$ cat src/rtl/async_fifo_if.sv
// async_fifo_if: write/read handshake bundle for async_fifo.
// Latency: none, wires only.
// Backpressure: full blocks writes; empty blocks reads.
// Ports: wr_en/wr_data (write request + word), full (write blocked),
//        rd_en (read request), rd_data (registered read word),
//        empty / has_data (occupancy flags).
interface async_fifo_if #(
  parameter int DATA_WIDTH = 8
);
  logic                  wr_en;
  logic [DATA_WIDTH-1:0] wr_data;
  logic                  full;
  logic                  rd_en;
  logic [DATA_WIDTH-1:0] rd_data;
  logic                  empty;
  logic                  has_data;

  // master is the traffic source/sink; slave is the FIFO itself
  modport master (
    output wr_en, wr_data, rd_en,
    input  full, rd_data, empty, has_data
  );

  modport slave (
    input  wr_en, wr_data, rd_en,
    output full, rd_data, empty, has_data
  );
endinterface

$ cat src/rtl/async_fifo.sv
// async_fifo: single-clock FIFO of 2**ADDR_WIDTH words with a synchronized reset release.
// Latency: 1 cycle from accepted rd_en to rd_data; flags reflect the edge just taken.
// Backpressure: writes dropped while full (incl. RESERVE headroom and reset); reads ignored while empty.
// Ports: clk, rst_n (async active-low), bus (async_fifo_if slave: wr_en, wr_data,
//        full, rd_en, rd_data, empty, has_data).
module async_fifo #(
  parameter int DATA_WIDTH = 8,
  parameter int ADDR_WIDTH = 4,
  parameter int RESERVE    = 0
) (
  input  logic        clk,
  input  logic        rst_n,
  async_fifo_if.slave bus
);

  localparam int DEPTH = 1 << ADDR_WIDTH;
  // occupancy at which writers are turned away; fits in the pointer width since DEPTH <= 2**ADDR_WIDTH
  localparam logic [ADDR_WIDTH:0] FULL_LEVEL = (ADDR_WIDTH + 1)'(DEPTH - RESERVE);

  logic [1:0]            rst_sync;
  logic                  wr_rst;
  logic                  rd_rst;
  logic [ADDR_WIDTH:0]   wr_ptr;
  logic [ADDR_WIDTH:0]   rd_ptr;
  logic [ADDR_WIDTH:0]   count;
  logic [DATA_WIDTH-1:0] mem [DEPTH];
  logic [DATA_WIDTH-1:0] rd_data_q;
  logic                  full;
  logic                  empty;
  logic                  wr_fire;
  logic                  rd_fire;

  // Reset asserts immediately but releases only after two rising edges,
  // so no request is honoured in the cycle rst_n happens to rise.
  always_ff @(posedge clk or negedge rst_n) begin
    if (!rst_n) begin
      rst_sync <= 2'b11;
    end else begin
      rst_sync <= {rst_sync[0], 1'b0};
    end
  end

  assign wr_rst = rst_sync[1];
  assign rd_rst = rst_sync[1];

  // The wrap bit makes the modular difference distinguish full (DEPTH) from empty (0).
  assign count = wr_ptr - rd_ptr;
  assign empty = (count == '0);
  // Holding full during reset keeps writers off until the pointers are live.
  assign full  = wr_rst | (count >= FULL_LEVEL);

  // Permission is judged on the pre-edge flags, so a simultaneous pair
  // never lets a read pass an empty FIFO or a write pass a full one.
  assign wr_fire = bus.wr_en & ~full;
  assign rd_fire = bus.rd_en & ~empty & ~rd_rst;

  // Storage has no reset so it can map onto a RAM; the pointers define validity.
  always_ff @(posedge clk) begin
    if (wr_fire) begin
      mem[wr_ptr[ADDR_WIDTH-1:0]] <= bus.wr_data;
    end
  end

  always_ff @(posedge clk or negedge rst_n) begin
    if (!rst_n) begin
      wr_ptr <= '0;
    end else if (wr_fire) begin
      wr_ptr <= wr_ptr + 1'b1;
    end
  end

  always_ff @(posedge clk or negedge rst_n) begin
    if (!rst_n) begin
      rd_ptr    <= '0;
      rd_data_q <= '0;
    end else if (rd_fire) begin
      rd_ptr    <= rd_ptr + 1'b1;
      rd_data_q <= mem[rd_ptr[ADDR_WIDTH-1:0]];
    end
  end

  assign bus.rd_data  = rd_data_q;
  assign bus.full     = full;
  assign bus.empty    = empty;
  assign bus.has_data = ~empty;

endmodule

$ cat src/flat_wrapper.sv
// flat-port wrapper written by rule: the top's interface ports become plain ports
module async_fifo_flat 
#(
  parameter int DATA_WIDTH = 8,
  parameter int ADDR_WIDTH = 4,
  parameter int RESERVE    = 0
)
  (clk, rst_n, bus_wr_en, bus_wr_data, bus_rd_en, bus_full, bus_rd_data, bus_empty, bus_has_data);
  async_fifo_if #(.DATA_WIDTH(DATA_WIDTH)) bus_i ();
  input  logic clk;
  input  logic rst_n;
  input wire logic [$bits(bus_i.wr_en)-1:0] bus_wr_en;
  input wire logic [$bits(bus_i.wr_data)-1:0] bus_wr_data;
  input wire logic [$bits(bus_i.rd_en)-1:0] bus_rd_en;
  output wire logic [$bits(bus_i.full)-1:0] bus_full;
  output wire logic [$bits(bus_i.rd_data)-1:0] bus_rd_data;
  output wire logic [$bits(bus_i.empty)-1:0] bus_empty;
  output wire logic [$bits(bus_i.has_data)-1:0] bus_has_data;
  assign bus_i.wr_en = bus_wr_en;
  assign bus_i.wr_data = bus_wr_data;
  assign bus_i.rd_en = bus_rd_en;
  assign bus_full = bus_i.full;
  assign bus_rd_data = bus_i.rd_data;
  assign bus_empty = bus_i.empty;
  assign bus_has_data = bus_i.has_data;
  async_fifo #(.DATA_WIDTH(DATA_WIDTH), .ADDR_WIDTH(ADDR_WIDTH), .RESERVE(RESERVE)) u_core (.clk(clk), .rst_n(rst_n), .bus(bus_i));
endmodule
$ cat config.mk
export PLATFORM = sky130hd
export DESIGN_NAME = async_fifo_flat
export DESIGN_NICKNAME = d
export VERILOG_FILES = /design/src/rtl/async_fifo_if.sv /design/src/rtl/async_fifo.sv /design/src/flat_wrapper.sv
export SDC_FILE = /design/constraint.sdc
export NUM_CORES = 1
export LEC_CHECK = 0
export ABC_AREA = 0
export CORE_MARGIN = 2
export CORE_UTILIZATION = 50
export CTS_CLUSTER_SIZE = 40
export DETAILED_ROUTE_END_ITERATION = 10
export MAX_ROUTING_LAYER = met4
export PLACE_DENSITY = 0.75
export SYNTH_ARGS = -nofsm -noshare
export SYNTH_HDL_FRONTEND = slang
export SYNTH_SLANG_ARGS = --single-unit
$ cat constraint.sdc
create_clock -name clk -period 5.25 [get_ports clk]
set_clock_uncertainty 0.2 [all_clocks]
set_input_delay 1.3125 -clock clk [delete_from_list [all_inputs] [get_ports clk]]
set_output_delay 1.3125 -clock clk [all_outputs]
set_load 0.005 [all_outputs]
# Word-level counts from Yosys, hierarchy flattened
# Memories as Yosys holds them, arrays and structs flattened. A register that Yosys moved wholly into a read port is not among the register bits.
# Index checks and enable logic that the tools add are counted.
[op_classes] addsub=3 n_mul=0 div_mod_pow=0 n_lt_le_gt_ge=1 n_eq_ne=0 n_shift=0 n_mux=2 bitwise=7 n_reduce_logical=2
[ops] cell="5-bit by 1-bit adder with 5-bit output (second input constant)" count=2
[ops] cell="5-bit >= comparator (second input constant)" count=1
[ops] cell="5-bit zero test" count=1
[ops] cell="5-bit subtractor" count=1
[ops] cell="1-bit AND" count=3
[ops] cell="1-bit NOT" count=3
[ops] cell="1-bit 2-to-1 mux" count=2
[ops] cell="1-bit zero test" count=1
[ops] cell="1-bit OR" count=1
[word_totals] register_bits=12 latch_bits=0 mem_bits_rw=128 mem_bits_ro=0 input_bits=12 out_inout_bits=11 word_cells=19 n_memories=1
[mem_list] name="u_core.mem" words=16 width=8 rd=1 rd_clocked_by_memory_dff=1 write_ports=1 line_no="async_fifo.sv:26" source="logic [DATA_WIDTH-1:0] mem [DEPTH];"

# Longest topological paths before layout
# Gate-level depths: netlist (run 1).
[logic_depth] depth_word=7 depth_mapped=9 depth_no_buf=7

# Worst setup path before layout (run 1)
# Ideal clock, no wire load.
[synth_timing] path_kind="register to output" start="register u_core.rd_ptr[2]" end="output port bus_full" arrival_time_ns=2.364 required_time_ns=3.738 path_slack_ns=1.374 path_stages_with_launch=9 n_path_buf=2 path_cell_list="dfrtp_1 > clkbuf_1 > inv_1 > ha_1 > and3b_1 > o21a_1 > or3_2 > a21o_1 > clkbuf_1"
[synth_between] elab_chain_cells=3
[synth_rtl] item="start: declaration" line_no="async_fifo.sv:24" source="logic [ADDR_WIDTH:0] rd_ptr;"
[synth_rtl] item="start signal: assignment" line_no="async_fifo.sv:77" source="rd_ptr <= rd_ptr + 1'b1;"
[synth_rtl] item="5-bit subtractor" line_no="async_fifo.sv:47" source="assign count = wr_ptr - rd_ptr;"
[synth_rtl] item="5-bit >= comparator" line_no="async_fifo.sv:50" source="assign full = wr_rst | (count >= FULL_LEVEL);"
[synth_rtl] item="1-bit OR" line_no="async_fifo.sv:50"
[synth_rtl] item="end: declaration" line_no="flat_wrapper.sv:15" source="output wire logic [$bits(bus_i.full)-1:0] bus_full;"
# No other way between the ends.

# Worst setup path in the final report (run 1)
[layout_timing] start="register u_core.wr_ptr[2]" end="output port bus_full"
[layout_between] elab_chain_cells=3
[layout_rtl] item="start: declaration" line_no="async_fifo.sv:23" source="logic [ADDR_WIDTH:0] wr_ptr;"
[layout_rtl] item="start signal: assignment" line_no="async_fifo.sv:68" source="wr_ptr <= wr_ptr + 1'b1;"
[layout_rtl] item="5-bit subtractor" line_no="async_fifo.sv:47"
[layout_rtl] item="5-bit >= comparator" line_no="async_fifo.sv:50"
[layout_rtl] item="1-bit OR" line_no="async_fifo.sv:50"
# No other way between the ends.

==> results of run 1 <==
## where the power goes
part	internal, W	leakage, nW	total (W)	switching (W)
clock	0.000636	0.250	0.00107	0.000431
sequential	0.00139	1.38	0.00147	0.0000797
combinational	0.000564	0.742	0.00115	0.000589
total	0.00259	2.38	0.00369	0.00110
## worst max-delay path, cell delays in order, from the launching register on
cell             delay, ps
dfrtp_1                550
ha_1                   340
and3b_1                220
o21a_1                 230
o21ai_0                320
a21o_1                 440
clkdlybuf4s50_1        590
## sequential cells by signal (all words and copies together) (netlist names)
signal,count
u_core.rst_sync,2
u_core.bus.rd_data,8
u_core.wr_ptr,5
u_core.mem,128
u_core.rd_ptr,5
## final cells by class
cell class	instances	area, um^2
fillers	816	4538
flip-flops and latches	148	4348
multi-input cells	140	1556
clock buffers	18	429.2
repair buffers	39	347.8
well taps	143	178.9
clock inverters	14	95.09
inverters	6	22.52
## metrics by stage
stage               cells  total power (W)  util [%]  instance area, um^2
finish                508         0.003689     60.59                 6978
global placement      476         0.002614     56.04                 6454
detailed placement    476         0.002649     56.04                 6454
floorplan             306         0.002286         -                 5963
CTS                   508         0.003717     60.59                 6978
global route          508         0.003858     60.59                 6978
## logic make-up after synthesis
group,count (synthesis)
compound gates,26
xor+xnor,11
buf+inv,18
other cells,1
fa+ha+maj,9
mux,42
flops,148
simple gates,51
## final timing paths
| kind | cells after the start | end | slack (ps) | from |
|---|---|---|---|---|
| setup / recovery | 6 | bus_full | 630 | u_core.wr_ptr[2] |
| hold / removal | 0 | u_core.rst_sync[1] | 150 | u_core.rst_sync[0] |
| setup reg to reg | 7 | u_core.mem[8][7] | 1530 | u_core.wr_ptr[2] |
| hold reg to reg | 0 | u_core.rst_sync[1] | 150 | u_core.rst_sync[0] |
| max in group asynchronous | 1 | u_core.rd_ptr[0] | 2990 | rst_n |
| min in group asynchronous | 1 | u_core.wr_ptr[0] | 1220 | rst_n |
## synth_stat cells, drive strengths merged (2+ instances only)
master  number
a211oi       2
a21o         3
buf          6
clkbuf       6
dfrtp       18
dfstp        2
edfxtp     128
ha           9
inv          6
mux2        10
mux4        32
nand2       11
nand2b       2
nand4        2
nor2        14
nor2b        4
nor3        10
nor4         3
o21ai        2
o22ai       16
xnor2        7
xor2         3
## placed cells by master (no fill, tap or decap), types with 3 or more instances in the layout
cell	netlist	routed
nor2b_1	3	3
clkinvlp_4	0	3
nor3_1	10	10
o22ai_1	16	16
mux2_4	9	9
edfxtp_1	128	128
nor4_2	0	3
clkbuf_16	0	17
xnor2_1	7	7
clkinv_2	0	4
mux4_2	32	32
inv_1	6	6
dfrtp_1	18	17
ha_1	9	9
clkdlybuf4s50_1	0	22
clkinv_1	0	6
nand2_1	11	11
nor2_1	14	14
buf_4	0	17
xor2_1	3	3
## routing by layer
metal  GRT usage, %  vias to the layer above
met5              -                        -
met4          7.724                        0
met3          5.410                       12
met2          30.86                      102
met1          25.93                     1552
li1               -                     1323
==> results.txt, run 1 <==
main area contributors after synthesis: edfxtp_1 (64%), mux4_2 (12%), dfrtp_1 (7.6%), mux2_4 (2.3%), ha_1 (1.9%)
wl on met1: 4.969 mm
PortBufs: 22
initial antenna violation count: 0
register area share after synthesis: 72.89%
worst-case clock buffer depth: 2
CTS sink cnt: 148
status: finished with violations
largest area contributor in the netlist: edfxtp_1
global placement routability congestion: 0.8704
Startpoint Class: flip-flop
Post-route DRC: 1
Synth Area in Adders: 1.888%
Final TNS setup: 0 ps
CTS tree: built
DIE AREA: 12820 um^2
vias in the first global route: 3075
Iteration-0 DRC Markers: 300
First-pass DRT Iterations: 8
final worst setup slack: 633.0 ps
area grow syn2layout: 17.02%
Pins Over Slew Limit: 0
synthesized area: 5963 um^2
area share of the largest cell type after synthesis: 64.46%
cts repair resizes: 0
number of buffers created by CTS: 17
WS Path Type: reg2out
RSZ-0062 raised after global routing: false
Yosys warning count: 0
Post-synth EDFFs: 128
layout net count: 373
failing checks: design-rule violations
WL met2: 5.805 mm
Worst-Skew Late Latency: 410 ps
Max Fclk: 216.6 MHz
syn nets: 327
crit path DAT: 3100 ps
Post-synth ARST share: 13.51%
Ant. Diodes: 0
first-pass GRT wire length: 17.80 mm
GRT Residual Overflow: 0
Crit path required time: 3740 ps
Detail Route Antenna Nets: 0
Root Driver: clkbuf_16
xor and xnor area share after synthesis: 1.846%
power per cell area: 528.6 nW/um^2
CORE AREA: 11520 um^2
Worst setup EP type: output port
Final Hold Vio Count: 0
max_cap viols: 0
mux share of post-synthesis cell area: 14.54%
Peak VDD IR: 0.3054 mV
Main synth FF type: edfxtp_1
drt total wl: 11.64 mm
Die Ht: 113.2 um
total track usage: 20.08%
clock transition at the registers of the reported paths: 60 ps
minimum clock period: 4617 ps
Leak: 2.376 nW
relative slew slack: 35.93%
# rows: 39
routed wl met3: 695 um
CP Max Fanout: 13
Starting Density: 51.78%
synthesized area per cell: 19.49 um^2
Min Hold Slack: 154.1 ps
period utilization: 87.94%
Worst Tran Pin Value: 957.5 ps
post-synthesis register bit count: 148
Highest Signal Layer: met4
drt wl/cell: 22.91 um
# hold bufs at CTS: 0
Simple-Gate Fraction of Synth Area: 4.322%
boundary pin count: 23
Syn Inst Count: 306
total number of H-tree levels: 4
routed via count: 2989
share of layout cells above drive strength 1: 26.03%
Vias/cell: 5.884
Yosys cell types: 38
largest family of logic cells by synthesized area: multiplexers
dpl ws: 1117 ps
post-CTS setup buffers: 0
Hold WC Path Type: reg2reg
final setup fails: 0
post-DP HPWL: 7.462 mm
Synth Area in Compound Gates: 3.126%
largest net degree at the start of global routing: 36
Die W: 113.2 um
No activity file was read; power rests on OpenSTA's default activity.
==> run 2: changes to the inputs <==
- PLACE_DENSITY: 0.75 -> 0.72
==> run 2 against run 1 <==
The run still ends with design-rule violations left. Sequential share of layout area is 0.36 points lower. Via count fell by 0.67%. Register-to-register slack gained 230 ps. Non-clock buffer count is the same. Sequential cell count stayed put. Global-route usage is 0.22 points higher. Combinational power about the same. Hold slack better by 1.9 ps. First-iteration DRC count increased by 40%. Clock-buffer cell count decreased by 1. Fmax down 2.6%. Final cell count did not move. Critical endpoint unchanged. Highest routed layer unchanged.
==> results.txt, run 2 (synthesis gave the netlist of run 1 again) <==
Crit path required time: 3740 ps
boundary pin count: 23
area grow syn2layout: 17.69%
register area: 4348 um^2
power per cell area: 535.8 nW/um^2
Startpoint Class: flip-flop
Leak: 2.393 nW
PortBufs: 22
status: finished with violations
drt total wl: 11.63 mm
total number of H-tree levels: 4
clock transition at the registers of the reported paths: 60 ps
crit path DAT: 3230 ps
share of layout cells above drive strength 1: 27.12%
# hold bufs at CTS: 0
Reg2Reg Setup Slack: 1760 ps
largest net degree at the start of global routing: 36
Pins Over Slew Limit: 0
max reg flops: 128
Slowest cell on crit path: clkdlybuf4s50_1
CP max stage delay: 600 ps
Ant. Diodes: 0
most frequent cells in the layout: edfxtp_1 (128), mux4_2 (32), clkdlybuf4s50_1 (22)
number of buffers created by CTS: 17
Vias/cell: 5.844
Root Driver: clkbuf_16
relative slew slack: 32.26%
Starting Density: 51.78%
CORE AREA: 11520 um^2
Max Fclk: 211.0 MHz
Final Hold Vio Count: 0
final setup fails: 0
critical path, cell by cell: buf_4, inv_1, ha_1, and3b_1, o21a_1, o21ai_0, a21o_1, clkdlybuf4s50_1
placed cells: 476
Worst setup EP type: output port
cts repair resizes: 0
Die W: 113.2 um
met2 GRT Util: 30.98%
post-CTS setup buffers: 0
Multi-input gate area: 1556 um^2
CTS tree: built
max_cap viols: 0
most common cell after layout, fill and taps aside: edfxtp_1
Fillers: 836
Final TNS setup: 0 ps
CTS sink cnt: 148
RSZ-0062 raised after global routing: false
Worst Tran Pin Value: 1013 ps
met1 Use GR: 26.90%
post-DP HPWL: 7.224 mm
First-pass DRT Iterations: 7
drt wl/cell: 22.90 um
GRT Residual Overflow: 0
Peak VDD IR: 0.3570 mV
worst-case clock buffer depth: 2
WS Path Type: reg2out
failing checks: design-rule violations
routed via count: 2969
CP Max Fanout: 21
global placement routability congestion: 0.7973
initial antenna violation count: 0
vias in the first global route: 3156
Worst-Skew Late Latency: 410 ps
met3 Usage GRT: 5.678%
period utilization: 90.27%
minimum clock period: 4739 ps
DIE AREA: 12820 um^2
Post-route DRC: 2
Hold WC Path Type: reg2reg
Detail Route Antenna Nets: 0
dpl ws: 957.8 ps
Iteration-0 DRC Markers: 419
total track usage: 20.30%
# rows: 39
final worst setup slack: 510.8 ps
layer with the highest usage: met2
fin cells: 508
Die Ht: 113.2 um
layout net count: 373
first-pass GRT wire length: 18.04 mm
run 2: worst paths after layout:
path,startpoint,to,cells after the start
max,u_core.rd_ptr[1],bus_full,8
min,u_core.rst_sync[0],u_core.rst_sync[1],0
max reg2reg,u_core.rd_ptr[1],u_core.mem[7][4],8
min reg2reg,u_core.rst_sync[0],u_core.rst_sync[1],0
max in group asynchronous,rst_n,u_core.rd_ptr[0],1
min in group asynchronous,rst_n,u_core.wr_ptr[0],1
run 2: report_power, final:
group / switching (W) / leakage, nW / internal, W / total, W
sequential: 0.0000797 / 1.38 / 0.00139 / 0.00147
clock: 0.000453 / 0.268 / 0.000692 / 0.00115
combinational: 0.000585 / 0.742 / 0.000562 / 0.00115
run 2: layout make-up:
type,instances,share of cell area [%]
flip-flops and latches,148,61.95
multi-input cells,140,22.18
clock buffers,17,6.062
repair buffers,39,4.956
well taps,143,2.549
clock inverters,15,1.979
inverters,6,0.3209
run 2: routing by layer:
layer	vias up	wire length, um
li1	1320	-
met1	1548	4924
met2	91	5895
met3	10	726
met4	0	87
met5	-	0
run 2: through the flow:
step	utilization [%]	cell area, um^2	hold WS, ps	total power [W]
final	60.94	7018	156.0	0.003760
after global routing	60.94	7018	163.0	0.003941
after CTS	60.94	7018	160.6	0.003795
after detailed placement	56.04	6454	151.0	0.002646
after global placement	56.04	6454	145.8	0.002610
after floorplan	-	5963	145.2	0.002286
run 2: critical path, delay by kind of cell (launching register included):
kind | cells | cell delay (ps)
compound gates | 3 | 990
fa+ha+maj | 1 | 310
simple gates | 1 | 200
flops | 1 | 330
buf+inv | 3 | 990
==> run 3: changes to the inputs <==
--- a/constraint.sdc
+++ b/constraint.sdc
@@ -4,2 +4,2 @@
 set_output_delay 1.3125 -clock clk [all_outputs]
-set_load 0.005 [all_outputs]
+set_load 0.05 [all_outputs]
==> run 3 against run 2 <==
The flow still finishes with violations (design-rule violations). Register-to-register slack gained 110 ps. Fmax fell by 1.5%. Global-route usage increased by 0.25 points. Critical path type unchanged. Clock power is 11% higher.
==> results.txt, run 3 (synthesis gave the netlist of run 1 again) <==
failing checks: design-rule violations
Comb pwr share: 31.9%
register area: 4348 um^2
switching power: 0.001244 W
drt wl/cell: 22.49 um
Leak: 2.441 nW
Pins Over Slew Limit: 0
dpl ws: 865.6 ps
Worst Setup EP: bus_empty
# hold bufs at CTS: 0
first-pass GRT wire length: 18.06 mm
initial antenna violation count: 0
Reg-to-Reg Start: u_core.wr_ptr[2]
Multi-input gate area: 1556 um^2
global placement routability congestion: 0.7859
CTS sink cnt: 148
CTS tree: built
Worst-Skew Late Latency: 420 ps
cts repair resizes: 0
Crit. Startpoint: u_core.wr_ptr[3]
max reg flops: 128
Ant. Diodes: 0
max_cap viols: 0
power per cell area: 570.4 nW/um^2
Slowest cell on crit path: clkdlybuf4s50_1
Worst setup EP type: output port
Min Hold Slack: 157.6 ps
largest net degree at the start of global routing: 36
most frequent cells in the layout: edfxtp_1 (128), mux4_2 (32), clkdlybuf4s50_1 (21)
Post-route DRC: 2
fin cells: 508
final setup fails: 0
Startpoint Class: flip-flop
First-pass DRT Iterations: 8
relative slew slack: 34.55%
Vias/cell: 5.789
Worst Tran Pin Value: 978.7 ps
total number of H-tree levels: 4
CORE AREA: 11520 um^2
Die Ht: 113.2 um
critical path, cell by cell: ha_1, xnor3_1, or4_4, a211oi_4, clkdlybuf4s50_1
status: finished with violations
Core Util, Final: 61.50%
drt total wl: 11.42 mm
Starting Density: 51.78%
most common cell after layout, fill and taps aside: edfxtp_1
vias in the first global route: 3066
boundary pin count: 23
WS Path Type: reg2out
Max Fclk: 207.8 MHz
area grow syn2layout: 18.76%
Peak VDD IR: 0.2760 mV
CP max stage delay: 870 ps
Crit path required time: 3740 ps
number of buffers created by CTS: 17
GRT Residual Overflow: 0
Worst R2R End: u_core.mem[11][3]
Reg2Reg Depth: 6
Detail Route Antenna Nets: 0
Reg2Reg Setup Slack: 1870 ps
Root Driver: clkbuf_16
Final TNS setup: 0 ps
CP Max Fanout: 9
Final Hold Vio Count: 0
Iteration-0 DRC Markers: 300
Clock Power Share: 31.8%
clock transition at the registers of the reported paths: 60 ps
period utilization: 91.67%
total track usage: 20.55%
final worst setup slack: 437.1 ps
post-CTS setup buffers: 0
routed via count: 2941
post-DP HPWL: 7.025 mm
Int Power: 0.002795 W
placed cells: 476
sw frac: 30.81%
Hold WC Path Type: reg2reg
layout net count: 373
Fillers: 830
share of layout cells above drive strength 1: 27.40%
Die W: 113.2 um
DIE AREA: 12820 um^2
# rows: 39
PortBufs: 22
RSZ-0062 raised after global routing: false
sequential power share: 36.3%
crit path DAT: 3300 ps
worst-case clock buffer depth: 2
minimum clock period: 4813 ps
run 3: cell types whose count changed in the layout (fill, tap and decap cells not counted):
cell,previous run,this run
clkinv_1,3,2
buf_4,17,18
inv_6,2,0
bufinv_16,2,5
clkinvlp_4,4,0
clkinv_2,4,6
clkbuf_1,0,1
clkdlybuf4s50_1,22,21
clkbuf_8,0,1
run 3: worst max-delay path, delay by kind of cell (launching register included):
| family | cells | cell delay [ps] |
|---|---|---|
| AO/OA/AOI/OAI | 1 | 330 |
| flip-flops | 1 | 530 |
| XOR/XNOR | 1 | 410 |
| adder cells (fa/ha/maj) | 1 | 310 |
| AND/OR/NAND/NOR | 1 | 430 |
| buffers and inverters | 1 | 870 |
run 3: stage by stage:
stage	power, W	instance area (um^2)
after detailed placement	0.002786	6451
after floorplan	0.002431	5963
after global routing	0.004230	7082
after CTS	0.004074	7082
after global placement	0.002761	6451
final	0.004039	7082
run 3: final cells by class:
class	instances	share of cell area, %
Timing Repair Buffer	39	4.876
Multi-Input combinational cell	140	21.98
Clock buffer	19	6.254
Sequential cell	148	61.40
Tap cell	143	2.527
Clock inverter	13	2.650
Inverter	6	0.3180
run 3: layer usage:
layer	GRT usage [%]	up-vias	wire length (um)
met3	5.570	8	661
met4	7.886	0	96
met1	28.79	1518	5106
met2	29.18	91	5559
met5	-	-	0
li1	-	1324	-
run 3: how the worst min path moves through the flow:
stage | start | endpoint | slack, ps | cells after the start
6_report | u_core.rst_sync[0] | u_core.rst_sync[1] | 160 | 0
5_1_grt | u_core.rst_sync[0] | u_core.rst_sync[1] | 170 | 0
4_1_cts | u_core.rst_sync[0] | u_core.rst_sync[1] | 160 | 0
3_5_place_dp | u_core.rst_sync[0] | u_core.rst_sync[1] | 150 | 0
3_3_place_gp | u_core.rst_sync[0] | u_core.rst_sync[1] | 150 | 0
2_1_floorplan | u_core.rst_sync[0] | u_core.rst_sync[1] | 150 | 0
run 3: power by group through the flow:
stage | Sequential (W) | Clock, W | Combinational, W
floorplan | 0.00157 | 0 | 0.000863
global placement | 0.00148 | 0 | 0.00128
detailed placement | 0.00149 | 0 | 0.00130
CTS | 0.00147 | 0.00130 | 0.00130
global route | 0.00148 | 0.00136 | 0.00139
finish | 0.00147 | 0.00128 | 0.00129
